### src/rtl/bin2bcd_seq.sv
// Sequential binary-to-BCD converter (double dabble, one bit per clock).
// Ports: clk, rst_n, in_valid/in_ready/bin_in, out_valid/out_ready,
//        bcd_out (digit 0 in [3:0]), neg_out, ndigits.
module bin2bcd_seq #(
    parameter int WIDTH  = 8,
    parameter int DIGITS = 3,
    parameter int SIGNED = 0
) (
    input  logic                          clk,
    input  logic                          rst_n,
    input  logic                          in_valid,
    output logic                          in_ready,
    input  logic [WIDTH-1:0]              bin_in,
    output logic                          out_valid,
    input  logic                          out_ready,
    output logic [4*DIGITS-1:0]           bcd_out,
    output logic                          neg_out,
    output logic [$clog2(DIGITS+1)-1:0]   ndigits
);

    localparam int NDW = $clog2(DIGITS + 1);
    localparam int CW  = $clog2(WIDTH + 1);
    localparam int BW  = 4 * DIGITS;

    // Saturating power of ten so large DIGITS cannot overflow the check.
    function automatic bit f_fits();
        longint unsigned p;
        p = 64'd1;
        for (int i = 0; i < DIGITS; i++) begin
            if (p < (64'd1 << 40)) p = p * 64'd10;
        end
        return p > ((64'd1 << WIDTH) - 64'd1);
    endfunction

    localparam bit FITS = f_fits();

    generate
        if (WIDTH < 2 || WIDTH > 32) begin : g_bad_width
            $error("bin2bcd_seq: WIDTH must be 2..32");
        end
        if (!FITS) begin : g_bad_digits
            $error("bin2bcd_seq: DIGITS too small for WIDTH");
        end
    endgenerate

    typedef enum logic [1:0] {
        S_IDLE,
        S_SHIFT,
        S_DONE
    } state_t;

    state_t r_state;
    state_t w_next;

    logic [WIDTH-1:0] r_mag;
    logic [BW-1:0]    r_acc;
    logic [CW-1:0]    r_cnt;
    logic             r_sign;
    logic [BW-1:0]    r_bcd;
    logic             r_neg;
    logic [NDW-1:0]   r_nd;

    logic [WIDTH-1:0] w_neg_in;
    logic             w_in_neg;
    logic [WIDTH-1:0] w_mag_in;
    logic [BW-1:0]    w_adj;
    logic [BW-1:0]    w_acc_sh;
    logic [WIDTH-1:0] w_mag_sh;
    logic [NDW-1:0]   w_nd;
    logic             w_accept;
    logic             w_last;

    // Most negative input negates to itself, which read unsigned is
    // exactly the required magnitude.
    assign w_neg_in = -bin_in;
    assign w_in_neg = (SIGNED != 0) && bin_in[WIDTH-1];
    assign w_mag_in = w_in_neg ? w_neg_in : bin_in;

    always_comb begin
        w_adj = r_acc;
        for (int d = 0; d < DIGITS; d++) begin
            if (r_acc[4*d +: 4] >= 4'd5) begin
                w_adj[4*d +: 4] = r_acc[4*d +: 4] + 4'd3;
            end
        end
    end

    assign w_acc_sh = {w_adj[BW-2:0], r_mag[WIDTH-1]};
    assign w_mag_sh = {r_mag[WIDTH-2:0], 1'b0};

    // Highest non-zero digit of the final value; zero still shows one digit.
    always_comb begin
        w_nd = NDW'(1);
        for (int d = 0; d < DIGITS; d++) begin
            if (w_acc_sh[4*d +: 4] != 4'd0) w_nd = NDW'(d + 1);
        end
    end

    always_comb begin
        w_next    = r_state;
        in_ready  = 1'b0;
        out_valid = 1'b0;
        unique case (r_state)
            S_IDLE: begin
                in_ready = 1'b1;
                if (in_valid) w_next = S_SHIFT;
            end
            S_SHIFT: begin
                if (r_cnt == CW'(1)) w_next = S_DONE;
            end
            S_DONE: begin
                out_valid = 1'b1;
                if (out_ready) w_next = S_IDLE;
            end
            default: w_next = S_IDLE;
        endcase
    end

    assign w_accept = (r_state == S_IDLE) && in_valid;
    assign w_last   = (r_state == S_SHIFT) && (r_cnt == CW'(1));

    always_ff @(posedge clk or negedge rst_n) begin
        if (!rst_n) begin
            r_state <= S_IDLE;
        end else begin
            r_state <= w_next;
        end
    end

    always_ff @(posedge clk or negedge rst_n) begin
        if (!rst_n) begin
            r_mag  <= '0;
            r_acc  <= '0;
            r_cnt  <= '0;
            r_sign <= 1'b0;
        end else if (w_accept) begin
            r_mag  <= w_mag_in;
            r_acc  <= '0;
            r_cnt  <= CW'(WIDTH);
            r_sign <= w_in_neg;
        end else if (r_state == S_SHIFT) begin
            r_mag <= w_mag_sh;
            r_acc <= w_acc_sh;
            r_cnt <= r_cnt - CW'(1);
        end
    end

    // Result registers load only on the final shift, so they keep the
    // previous result while a new conversion is running.
    always_ff @(posedge clk or negedge rst_n) begin
        if (!rst_n) begin
            r_bcd <= '0;
            r_neg <= 1'b0;
            r_nd  <= NDW'(1);
        end else if (w_last) begin
            r_bcd <= w_acc_sh;
            r_neg <= r_sign;
            r_nd  <= w_nd;
        end
    end

    assign bcd_out = r_bcd;
    assign neg_out = r_neg;
    assign ndigits = r_nd;

endmodule

### config.mk
export PLATFORM = sky130hd
export DESIGN_NAME = bin2bcd_seq
export DESIGN_NICKNAME = d
export VERILOG_FILES = /design/src/rtl/bin2bcd_seq.sv
export SDC_FILE = /design/constraint.sdc
export NUM_CORES = 1
export LEC_CHECK = 0
export ABC_AREA = 1
export CAP_MARGIN = 10
export CORE_UTILIZATION = 45
export CTS_BUF_LIST = sky130_fd_sc_hd__clkbuf_2
export CTS_CLUSTER_SIZE = 8
export DETAILED_ROUTE_END_ITERATION = 8
export PLACE_DENSITY = 0.68
export SLEW_MARGIN = 20
export SYNTH_ARGS = -nofsm -noshare
export SYNTH_HDL_FRONTEND = slang
export SYNTH_SLANG_ARGS = --single-unit
### constraint.sdc
create_clock -name clk -period 2.7 [get_ports clk]
set_clock_uncertainty 0.1 [all_clocks]
set_input_delay 0.54 -clock clk [delete_from_list [all_inputs] [get_ports clk]]
set_output_delay 0.54 -clock clk [all_outputs]
set_load 0.005 [all_outputs]
---- Word level (Yosys, flattened, before mapping) ----
Index checks and enable logic that the tools add are counted.
storage, ports and cells
  bits in registers ....................... 40
  word-level logic and storage cells ...... 43
  output and inout port bits .............. 17
  bits of input ports ..................... 12
cells by class
  reduce and logical (&&, ||, !) cells .... 7
  equal/unequal tests ..................... 6
  multiplexer cells ....................... 17
  magnitude comparators ................... 3
  add/sub/neg operators ................... 4
operators by type and width
  cell                                                                                  count
  12-bit two-way mux                                                                    2
  4-bit two-way mux                                                                     4
  8-bit two-way mux                                                                     2
  4-bit by 3-bit greater-or-equal comparator with 1-bit output (second input constant)  3
  2-bit two-way mux                                                                     5
  4-bit by 2-bit adder with 4-bit output (second input constant)                        2
  4-bit nonzero test                                                                    2
  2-bit != test (second input constant)                                                 3
  2-bit one-hot mux with 3 select lines                                                 1
  4-bit by 1-bit equality test with 1-bit output (second input constant)                1
  4-bit by 1-bit subtractor with 4-bit output (second input constant)                   1
  3-bit by 2-bit adder with 3-bit output (second input constant)                        1
  3-bit two-way mux                                                                     1
  3-bit AND reduction                                                                   1
  2-bit by 1-bit equality test with 1-bit output (second input constant)                1
  2-bit equality test (second input constant)                                           1
  1-bit logical AND                                                                     2
  2-bit logical NOT                                                                     1
  1-bit two-way mux                                                                     2
  2-bit nonzero test                                                                    1

---- Logic depth before layout (Yosys ltp) ----
  depth after elaboration ................. 5
  gate-level depth with buffers ........... 11
  gate-level depth less buffers ........... 11

---- Least setup slack after synthesis ----
OpenSTA, ideal clock, no wires.
  kind .................................... flip-flop to flip-flop
  from .................................... register r_acc[8]
  to ...................................... register r_nd[1], in the netlist ndigits[1]
  period minus slack after synthesis ...... 1.469 ns
  required time ........................... 2.478 ns
  buffers on the path ..................... 0
  arrival time ............................ 1.247 ns
  library setup time ...................... 0.122 ns
  stages on the path, launching flop included .. 11
  setup slack ............................. 1.231 ns
  cell sequence ........................... dfrtp_1 inv_1 ha_1 inv_1 nand2_1 nand3_1 nand2_1 nand2_1 nand2_1 nor2_1 a21oi_1
between the ends
  word-level cells in the longest chain between the ends .. 4
  elaborated cells between the ends (all ways) .. 5
  those cells by class .................... 1 x add/sub; 1 x order compare; 2 x mux; 1 x reduce/logical
ends and longest elaborated chain
  element                                                                                                                        line    text
  from (decl)                                                                                                                    56      logic [BW-1:0] r_acc;
  from (signal assigned)                                                                                                         143     r_acc <= w_acc_sh;
  4-bit by 3-bit greater-or-equal comparator with 1-bit output / 3-bit by 2-bit adder with 3-bit output (equally long branches)  82, 83
  3-bit two-way mux *                                                                                                            82      if (r_acc[4*d +: 4] >= 4'd5) begin
  4-bit nonzero test *                                                                                                           95      if (w_acc_sh[4*d +: 4] != 4'd0) w_nd = NDW'(d + 1);
  2-bit two-way mux *                                                                                                            95
  to (signal assigned)                                                                                                           158     r_nd <= w_nd;
  to (decl)                                                                                                                      61      logic [NDW-1:0] r_nd;
Every way passes the cells marked *; elsewhere a longest branch is shown, timed or not.
A chain may end at the register's enable or synchronous reset.

---- Worst setup path after layout ----
  from .................................... register r_state[0]
  to ...................................... output port in_ready
between the ends
  word-level cells in the longest chain between the ends .. 2
ends and longest elaborated chain
  element                 line  text
  from (decl)             52    state_t r_state;
  from (signal assigned)  126   r_state <= w_next;
  2-bit logical NOT       103   unique case (r_state)
  1-bit two-way mux       103
  to (decl)               12    output logic in_ready,
Every way passes these cells.

==> flow_summary.toml <==
[clock_tree]
cts_setup_buffers = 0
cts_root_buffer = "clkbuf_2"
cts_tree = "yes"
worstSkewPairLatency_ns = 0.40
cts_inserted_buffers = 5
clk_pin_slew_ns = 0.22
clock_path_buffers = 2
cts_resized = 0
htree_num_levels = 2
cts.sinks = 40
cts_hold_buf = 0

[place]
hpwl_um = 2800
place_congestion = 0.806
port_buffers = 27

[sta]
rsz0062_at_grt = "no"
max_freq_mhz = 470
maxSlewHeadroom_pct = 41.6
fin_crit_sh_pct = 78.8
slew_viol_final = 0
hold_viol = 0
setup_violations = 0
setup_tns_ns = 0
worst-slew-pin-transition_ns = 0.875
fin_crit_ns = 2.13

[setup_path]
regToRegStartpoint = "r_state[1]$_DFFE_PN0P_"
crit_family = "buffers and inverters"
crit_type = "reg2out"
critPathCaptureType = "primary output"
r2r_cells = 6
arrival_ns = 1.49
crit_path_top_delay_cell = "clkdlybuf4s50_1"
r2r_slack_ns = 0.76
crit_buf_inv = 1
cp.required_ns = 2.06
path_cells = "nor2_2, clkdlybuf4s50_1"
path_max_fanout = 4
cp-start-kind = "flop"
cp_slowest_stage_delay_ns = 0.51
rr_endpoint = "bcd_out[8]$_DFFE_PN0P_"

[logic_synthesis]
synth_top_area_share_pct = 49.3
synthFlopType = "dfrtp_1"
synth_top_family_by_area = "simple AND/OR/NAND/NOR gates"
synth_compound_area_share_pct = 13.0
ys_ff_latch = 40
ys_warn_count = 0
synth_seq_area_share_pct = 50.6
synth.area.mux_share_pct = 0
netlist_instances = 228
yosys.area.top_type = "dfrtp_1"
syn_nets = 248
synth_edf_count = 0
ys_types = 29
async_reset_ff_share_pct = 100
ys_top_cells_by_area = "dfrtp_1, nand2_1, inv_1"
netlist_area_mm2 = 0.00198
synth_area_per_cell_um2 = 8.69
synth_xor_area_share_pct = 0.884
synthAdderAreaFrac_pct = 5.05
yosys.area_share.simple_pct = 22.7

[die]
ios = 29
die-area_mm2 = 0.00467
core_mm2 = 0.00412
dieHeight_um = 68.3
initial_core_util_pct = 48.1
num_rows = 23
fp.dieW_um = 68.3

[power]
power.total_uw = 2960
powerDensity_mw_per_mm2 = 1260
leakage_uw = 0.00114
ir_drop_v = 0.000566

[cells_and_area]
areaGrowthSynthToFinish_pct = 18.6
final_common_cell = "nand2_1"
drive_above_1_share_pct = 10.5
num-nets-final = 277
final_cell_mix = "nand2_1, dfrtp_1, inv_1, clkdlybuf4s50_1, nor2_1"
insertedDiodeCount = 0

[grt]
grt_pass1_wl_um = 6460
grt_pass1_vias = 1490
grt_overflow_total = 0
track_usage_pct = 19.1
grt_max_degree = 41
antenna_found_initial = 0

[routing]
drt-met1-wl_um = 1860
dr.first_iter.drc_count = 107
ant_nets = 0
dr_wl_met2_um = 1810
vias = 1600
drt-total-wl_um = 3860
met3_length_um = 146
post_drt_wl_per_cell_um = 12.5
dr.pass1.iters = 4
drc = 0
dr.max_layer_used = "met4"
vias_per_cell = 5.19

[run_status]
outcome = "finished clean"

[min_path]
hp-class = "in2async"

[run]
drv_cap = 0
## synth_stat cells, types with 2 or more instances
master	count
nand2_1	56
dfrtp_1	39
inv_1	29
nor2_1	14
o22ai_1	13
o21ai_1	9
ha_1	8
o21ai_0	8
nand2_2	7
nand3_1	7
o221ai_1	7
nand4_1	6
buf_2	4
nor2_2	3
buf_4	2
nand3_2	2
o31ai_1	2
## final cells by class
class / count / area [µm²]
flip-flops and latches: 40 / 1000
inverters: 30 / 113
multi-input cells: 151 / 827
clock inverters: 2 / 35.0
clock buffers: 6 / 30.0
well taps: 50 / 62.6
repair buffers: 29 / 280
fillers: 387 / 1770
## logic make-up after synthesis
logic type / Yosys count
AO/OA/AOI/OAI: 41
XOR/XNOR: 2
adder cells (fa/ha/maj): 8
buffers and inverters: 37
flip-flops: 40
other: 1
AND/OR/NAND/NOR: 99
## layer usage
| metal | vias up | global-route usage [%] |
|---|---|---|
| met2 | 36 | 30.5 |
| met1 | 746 | 24.7 |
| met3 | 7 | 5.17 |
| li1 | 811 | - |
| met5 | - | 0 |
| met4 | 0 | 7.03 |
## registers in the layout, summed over array words and instances, names as in the netlist
name,flops
bcd_out,12
ndigits,2
r_acc,12
r_cnt,4
r_mag,8
r_state,2
## how the worst max path moves through the flow
stage | from | end | slack (ns) | cells after the start
3_3_place_gp | in_valid | r_acc[6]$_DFFE_PN0P_ | 0.69 | 5
2_1_floorplan | r_acc[8]$_DFFE_PN0P_ | ndigits[1]$_DFFE_PN0P_ | 1.23 | 10
3_5_place_dp | in_valid | r_cnt[1]$_DFFE_PN0P_ | 0.67 | 5
4_1_cts | r_state[0]$_DFFE_PN0P_ | in_ready | 0.54 | 2
6_report | r_state[0]$_DFFE_PN0P_ | in_ready | 0.57 | 2
5_1_grt | r_state[0]$_DFFE_PN0P_ | in_ready | 0.50 | 2
## through the flow
step,hold slack [ns],cells,utilization (%),setup slack [ns],area [µm²]
6_report,0.113,308,57.1,0.573,2350
5_1_grt,0.151,308,57.1,0.503,2350
4_1_cts,0.133,308,57.1,0.544,2350
3_5_place_dp,0.373,300,55.5,0.665,2280
3_3_place_gp,0.365,300,55.5,0.695,2280
2_1_floorplan,0.144,228,-,1.23,1980
## power by group
group / internal [µW] / switching (µW) / total [µW]
Sequential: 879 / 162 / 1040
Clock: 159 / 198 / 358
Combinational: 643 / 918 / 1560
Total: 1680 / 1280 / 2960
## worst reg2reg max path, cell delays in order, from the launching register on
cell and delay, ns:
dfrtp_1 0.43, inv_1 0.11, nand2_2 0.18, buf_4 0.25, inv_2 0.08, nand3_2 0.37, o21ai_0 0.34
No activity file was read; power rests on OpenSTA's default activity.
